$ cat src/rtl/timer_write_arbiter.sv
// Shares the timer display registers' write path between the RTC and count paths.
// Each grant opens exactly one register for one clock, then four-phase acks.
module timer_write_arbiter #(
  parameter int NREG = 3,
  parameter int FW   = 2
) (
  input  logic            clk,
  input  logic            reset,
  input  logic            lock,
  input  logic            rtc_req,
  input  logic [FW-1:0]   rtc_field,
  output logic            rtc_ack,
  input  logic            cnt_req,
  input  logic [FW-1:0]   cnt_field,
  output logic            cnt_ack,
  output logic [NREG-1:0] hold,
  output logic            chip_select,
  output logic            field_err,
  output logic            busy,
  output logic [7:0]      wr_count
);

  typedef enum logic [1:0] {IDLE, WRITE, ACK} state_e;

  localparam int unsigned NR = NREG;

  state_e          state_q, state_d;
  logic            src_q, src_d;
  logic [FW-1:0]   field_q, field_d;
  logic            prio_q, prio_d;
  logic            cs_q, cs_d;
  logic [NREG-1:0] hold_q, hold_d;
  logic            rack_q, rack_d;
  logic            cack_q, cack_d;
  logic            ferr_q, ferr_d;
  logic [7:0]      cnt_q, cnt_d;

  logic            gnt_src;
  logic [FW-1:0]   gnt_field;
  logic            gnt_ok;
  logic            fld_ok;
  logic            own_req;
  logic [NREG-1:0] gnt_mask;

  always_comb begin
    gnt_src   = (rtc_req && cnt_req) ? prio_q : cnt_req;
    gnt_field = gnt_src ? cnt_field : rtc_field;
    gnt_ok    = 32'(gnt_field) < NR;
    fld_ok    = 32'(field_q) < NR;
    own_req   = src_q ? cnt_req : rtc_req;
    for (int i = 0; i < NREG; i++) begin
      gnt_mask[i] = !(gnt_ok && (gnt_field == FW'(i)));
    end
  end

  always_comb begin
    state_d = state_q;
    src_d   = src_q;
    field_d = field_q;
    prio_d  = prio_q;
    cs_d    = cs_q;
    hold_d  = '1;
    rack_d  = rack_q;
    cack_d  = cack_q;
    ferr_d  = ferr_q;
    cnt_d   = cnt_q;
    unique case (state_q)
      IDLE: begin
        if (!lock && (rtc_req || cnt_req)) begin
          state_d = WRITE;
          src_d   = gnt_src;
          field_d = gnt_field;
          cs_d    = gnt_src;
          hold_d  = gnt_mask;
        end
      end
      WRITE: begin
        state_d = ACK;
        rack_d  = !src_q;
        cack_d  = src_q;
        ferr_d  = !fld_ok;
        if (fld_ok) cnt_d = cnt_q + 8'd1;
      end
      ACK: begin
        // Four-phase: release only once the owner drops its request
        if (!own_req) begin
          state_d = IDLE;
          rack_d  = 1'b0;
          cack_d  = 1'b0;
          ferr_d  = 1'b0;
          prio_d  = !src_q;
        end
      end
      default: state_d = IDLE;
    endcase
  end

  always_ff @(posedge clk or negedge reset) begin
    if (!reset) begin
      state_q <= IDLE;
      src_q   <= 1'b0;
      field_q <= '0;
      prio_q  <= 1'b0;
      cs_q    <= 1'b0;
      hold_q  <= '1;
      rack_q  <= 1'b0;
      cack_q  <= 1'b0;
      ferr_q  <= 1'b0;
      cnt_q   <= 8'd0;
    end else begin
      state_q <= state_d;
      src_q   <= src_d;
      field_q <= field_d;
      prio_q  <= prio_d;
      cs_q    <= cs_d;
      hold_q  <= hold_d;
      rack_q  <= rack_d;
      cack_q  <= cack_d;
      ferr_q  <= ferr_d;
      cnt_q   <= cnt_d;
    end
  end

  assign rtc_ack     = rack_q;
  assign cnt_ack     = cack_q;
  assign hold        = hold_q;
  assign chip_select = cs_q;
  assign field_err   = ferr_q;
  assign busy        = state_q != IDLE;
  assign wr_count    = cnt_q;

endmodule

$ cat config.mk
export PLATFORM = sky130hd
export DESIGN_NAME = timer_write_arbiter
export DESIGN_NICKNAME = d
export VERILOG_FILES = /design/src/rtl/timer_write_arbiter.sv
export SDC_FILE = /design/constraint.sdc
export NUM_CORES = 1
export LEC_CHECK = 0
export ABC_AREA = 1
export CORE_MARGIN = 2
export CORE_UTILIZATION = 48
export CTS_CLUSTER_SIZE = 24
export DETAILED_ROUTE_END_ITERATION = 7
export PLACE_DENSITY = 0.78
export SKIP_LAST_GASP = 1
export SLEW_MARGIN = 15
export SYNTH_ARGS = -nofsm -noshare
export SYNTH_HDL_FRONTEND = slang
export SYNTH_SLANG_ARGS = --single-unit
$ cat constraint.sdc
create_clock -name clk -period 1.7 [get_ports clk]
set_clock_uncertainty 0.15 [all_clocks]
set_input_delay 0.255 -clock clk [delete_from_list [all_inputs] [get_ports clk]]
set_output_delay 0.255 -clock clk [all_outputs]
set_load 0.02 [all_outputs]
; ---- Word level (Yosys, flattened, before mapping)
; Index checks and enable logic that the tools add are counted.
[op_classes]
order_cmp = 2
bitwise = 1
eq_ne = 6
n_mux = 12
reduce_logical = 21
add_sub_neg = 1
[op_table]
columns = cell, count
row1 = 2-bit AND reduction, 5
row2 = "8-bit by 1-bit adder with 8-bit output, second input constant", 1
row3 = 1-bit zero test, 6
row4 = 2-bit 2-to-1 mux, 3
row5 = 3-bit 2-to-1 mux, 2
row6 = 1-bit one-hot mux with 2 select lines, 3
row7 = 2-bit one-hot mux with 3 select lines, 1
row8 = 1-bit logical AND, 5
row9 = "2-bit by 1-bit == test with 1-bit output, second input constant", 2
row10 = "2-bit == test, second input constant", 2
row11 = 2-bit zero test, 2
row12 = "2-bit less-than comparator, second input constant", 2
row13 = "2-bit inequality test, second input constant", 2
row14 = 2-bit nonzero test, 2
row15 = 1-bit 2-to-1 mux, 3
row16 = 1-bit logical OR, 1
row17 = 1-bit inverter, 1
[word_totals]
wordCells = 52
register_bits = 20
out_inout_bits = 16
inputBits = 9

; ---- Longest topological paths before layout
[logic_depth]
ltp_word = 8
ltp_mapped = 7
depth_no_buf = 7

; ---- Worst setup path after synthesis
; OpenSTA, ideal clock, no wires.
[synth_timing]
path_kind = register to register
start = reg cnt_q[1], in the netlist wr_count[1]
end = reg cnt_q[6], in the netlist wr_count[6]
setup_time_ps = 117
synth_period_minus_slack_ps = 1335
t_arrival_ps = 1068
path_slack_ps = 365
n_path_buf = 0
path_stages_with_launch = 7
required_time_ps = 1433
path_cell_list = dfrtp_1 > ha_1 > nand3_1 > nor2_2 > nand2_1 > nand2_1 > nand2_1
[synth_between]
elab_chain_cells = 1
[synth_rtl]
columns = item, line
row1 = from (decl), 36  ; logic [7:0] cnt_q, cnt_d;
row2 = from (signal assigned), 120  ; cnt_q <= cnt_d;
row3 = 8-bit by 1-bit adder with 8-bit output, 82  ; if (fld_ok) cnt_d = cnt_q + 8'd1;
; Every way passes these cells.
; A chain may end at the register's enable or synchronous reset.

; ---- Final worst setup path
[layout_timing]
start = reg state_q[1]
end = out busy
[layout_between]
elab_chain_cells = 1
[layout_rtl]
columns = item, line
row1 = from (decl), 27  ; state_e state_q, state_d;
row2 = from (signal assigned), 111  ; state_q <= state_d;
row3 = 2-bit nonzero test, 129  ; assign busy = state_q != IDLE;
row4 = to (decl), 19  ; output logic busy,
; Every way passes these cells.

==> summary.txt <==
TIMING
----------------------------------------------------------------------------------------
Unrepaired setup endpoints after global routing                                       no
Final period utilization                                                          0.9343
Max Freq                                                                       629.6 MHz
# setup viols final                                                                    0
Slew of the pin with the lowest slew margin                                    0.2850 ns
Headroom to the max-slew limit                                                    0.8098
Post-route worst hold slack                                                    0.1318 ns
Post-Route Setup TNS                                                                0 ns
Max-slew violation total from the final report                                         0
Clock period minus final worst setup slack                                      1.588 ns
Final Hold Fails                                                                       0

ROUTING
----------------------------------------------------------------------------------------
Vias per inst                                                                      4.841
Via Count                                                                            852
Final wirelength                                                                 1952 um
Final antenna-violating net count                                                      0
Final routed wire length divided by cell count                                  11.09 um
Number of optimization iterations in the first detailed-route pass                     4
Post-detailed-route DRC marker count                                                   0
Drt initial violations                                                                12

PWR
----------------------------------------------------------------------------------------
Standby leakage power                                                          0.7157 nW
Worst-case vdd ir drop                                                       0.0008966 V
Power Density                                                               1476 nW/um^2
Fraction of power consumed by sequential logic                                     0.394
Reported net switching power                                                    856.6 uW
Internal Power                                                                  1.125 mW
Clock Power Share                                                                  0.112
Proportion of power drawn by combinational gates                                   0.495
Sw frac                                                                           0.4323

PLACE
----------------------------------------------------------------------------------------
Final HPWL from detailed placement                                               1565 um
Last weighted congestion value of the routability-driven placer                   0.8132
Count of port buffers added during placement                                          24
Cell count after placement                                                           172

FLOORPLANNING
----------------------------------------------------------------------------------------
Core region area                                                               2002 um^2
Die Wd                                                                          50.38 um
Placement Rows                                                                        16
Die ar.                                                                        2538 um^2
Boundary Pins                                                                         25
Height of the die                                                               50.38 um
Initial cell density of the core                                                  0.5156

CELLS AND AREA
----------------------------------------------------------------------------------------
Antenna diodes                                                                         0
Most frequent cells in the layout                                           33 x nand2_1, 17 x dfrtp_1, 15 x inv_1
Synth-to-Final Area Change                                                        30.06%
Number of filler cells placed in the layout                                          183
Number of nets in the final layout                                                   163
Final cell count without fillers                                                     176
Proportion of layout cells with a drive suffix above 1                            0.1946
Leading cell type in the layout, fill and taps excluded                          nand2_1

GRT
----------------------------------------------------------------------------------------
Remaining global-route overflow                                                        0
Number of antenna violations at the first check in global routing                      0
Maximum number of pins on one net before global-route repair                          21
Number of global-route vias before repair                                            821
Overall fraction of global-route tracks in use                                    0.1909
Global-route wire length before repair                                           3622 um

CRITICAL PATH
----------------------------------------------------------------------------------------
Setup CP Type                                                               register to output port
Launching point of the worst reg2reg path                                     state_q[1]
Critical path launch point type                                                 register
WP data required                                                                 1.29 ns
CP max stage delay                                                               0.38 ns
Category of cells accounting for the largest share of critical-path delay     flip-flops
Critical path buffer and inverter count                                                3
Top cell by count, worst path                                                      inv_1
Crit end category                                                            output port
Cells along the critical path                                               inv_1 -> ha_1 -> inv_1 -> clkbuf_2
Critical Path AT                                                                 1.18 ns
Critical-path maximum fanout                                                           3
Crit. Startpoint                                                              state_q[1]
Cell at the slowest stage of the critical path                                   dfrtp_1

CLOCKING
----------------------------------------------------------------------------------------
Number of H-tree levels                                                                1
Deepest clock path buffer count                                                        2
Cell at the root of the clock tree                                              clkbuf_4
Number of CTS-inserted buffers                                                         3
Clock transition at the registers of the reported paths                          0.10 ns
Clock latency on the worst-skew pair                                             0.29 ns
Clock tree from TritonCTS                                                           done
Total setup buffers inserted after CTS                                                 0
Number of clock sinks                                                                 20

SYNTHESIS
----------------------------------------------------------------------------------------
Yosys top cell area share                                                         0.4121
Count of yosys warnings during synthesis                                               0
Synth Cell Area                                                                1032 um^2
Post-synthesis net count                                                             131
Post-synthesis sequential area ratio                                              0.4885
Yosys cell types                                                                      20
Largest area contributor in the synthesized netlist                              dfrtp_1
Main area contributors after synthesis                                      dfrtp_1 41%, nand2_1 12%, dfstp_2 7.6%
Average instance area after synthesis                                         8.748 um^2
Synth Instances                                                                      118
Flops & latches, synth                                                                20

RUN
----------------------------------------------------------------------------------------
Max-Cap Viols                                                                          0

HOLD PATH
----------------------------------------------------------------------------------------
Min-Delay Path Class                                                        input port to asynchronous set/reset pin

STATUS
----------------------------------------------------------------------------------------
Status                                                                         completed

==> final timing paths <==
| path | slack (ns) | cells after the start | endpoint |
|---|---|---|---|
| min in group clk | 0.36 | 2 | field_err |
| max in group asynchronous | 1.00 | 2 | hold[2] |
| max reg2reg | 0.23 | 7 | wr_count[6] |
| min | 0.13 | 2 | chip_select |
| min reg2reg | 0.36 | 2 | field_err |
| max | 0.11 | 4 | busy |
==> stage by stage <==
stage	utilization	area, um^2	total power [mW]	worst slack, ns
floorplan	-	1032	1.412	0.3650
global placement	0.6638	1329	1.818	0.04335
detailed placement	0.6638	1329	1.848	-0.01083
CTS	0.6688	1339	2.013	-0.06650
global route	0.6706	1343	2.172	0.03485
finish	0.6706	1343	1.982	0.1118
==> power groups by stage <==
stage | Sequential (mW) | Clock (mW) | Combinational [mW]
global placement | 0.787 | 0 | 1.03
detailed placement | 0.791 | 0 | 1.06
CTS | 0.782 | 0.231 | 1.00
global route | 0.808 | 0.256 | 1.11
floorplan | 0.897 | 0 | 0.515
finish | 0.780 | 0.221 | 0.981
==> flip-flops by register name (all words and copies together), names as in the netlist <==
signal and count:
rtc_ack 1, hold 3, field_q 2, prio_q 1, cnt_ack 1, wr_count 8
chip_select 1, state_q 2, field_err 1
==> cell usage after synthesis, drive strengths merged <==
library cell   n
dfrtp         17
dfstp          3
ha             4
inv           17
nand2         43
nand3         10
nand3b         1
nor2           5
o21ai         12
o21bai         1
xnor2          2
xor2           3
==> layer usage <==
layer | global-route usage | part of all wire | vias up
met5 | 0 | 0 | -
met4 | 0.05856 | 0.010 | 0
met3 | 0.04464 | 0.038 | 2
met2 | 0.3289 | 0.52 | 16
met1 | 0.2373 | 0.43 | 404
li1 | - | - | 430
==> timing repair <==
item / in CTS / in global routing
resized for setup: 13 / 5
endpoints found under the setup margin: 13 / 4
hold buffers: 0 / 0
==> cell families after synthesis <==
kind of cell               Yosys count  synth area share
AOI/OAI and AO/OA                   13           0.08000
xor gates and xnor gates             5           0.04243
adders and majority gates            4           0.04849
buffers and inverters               17           0.06424
DFF                                 20            0.4885
and+or+nand+nor                     59            0.2764
==> area by class of cell <==
| cell class | instances | area [um^2] | share of cell area |
|---|---|---|---|
| Multi-Input combinational cell | 81 | 461.7 | 0.3439 |
| Clock buffer | 4 | 26.28 | 0.01957 |
| Inverter | 17 | 66.31 | 0.04939 |
| Tap cell | 27 | 33.78 | 0.02516 |
| Timing Repair Buffer | 27 | 250.2 | 0.1864 |
| Sequential cell | 20 | 504.2 | 0.3756 |
No activity file was read; power rests on OpenSTA's default activity.
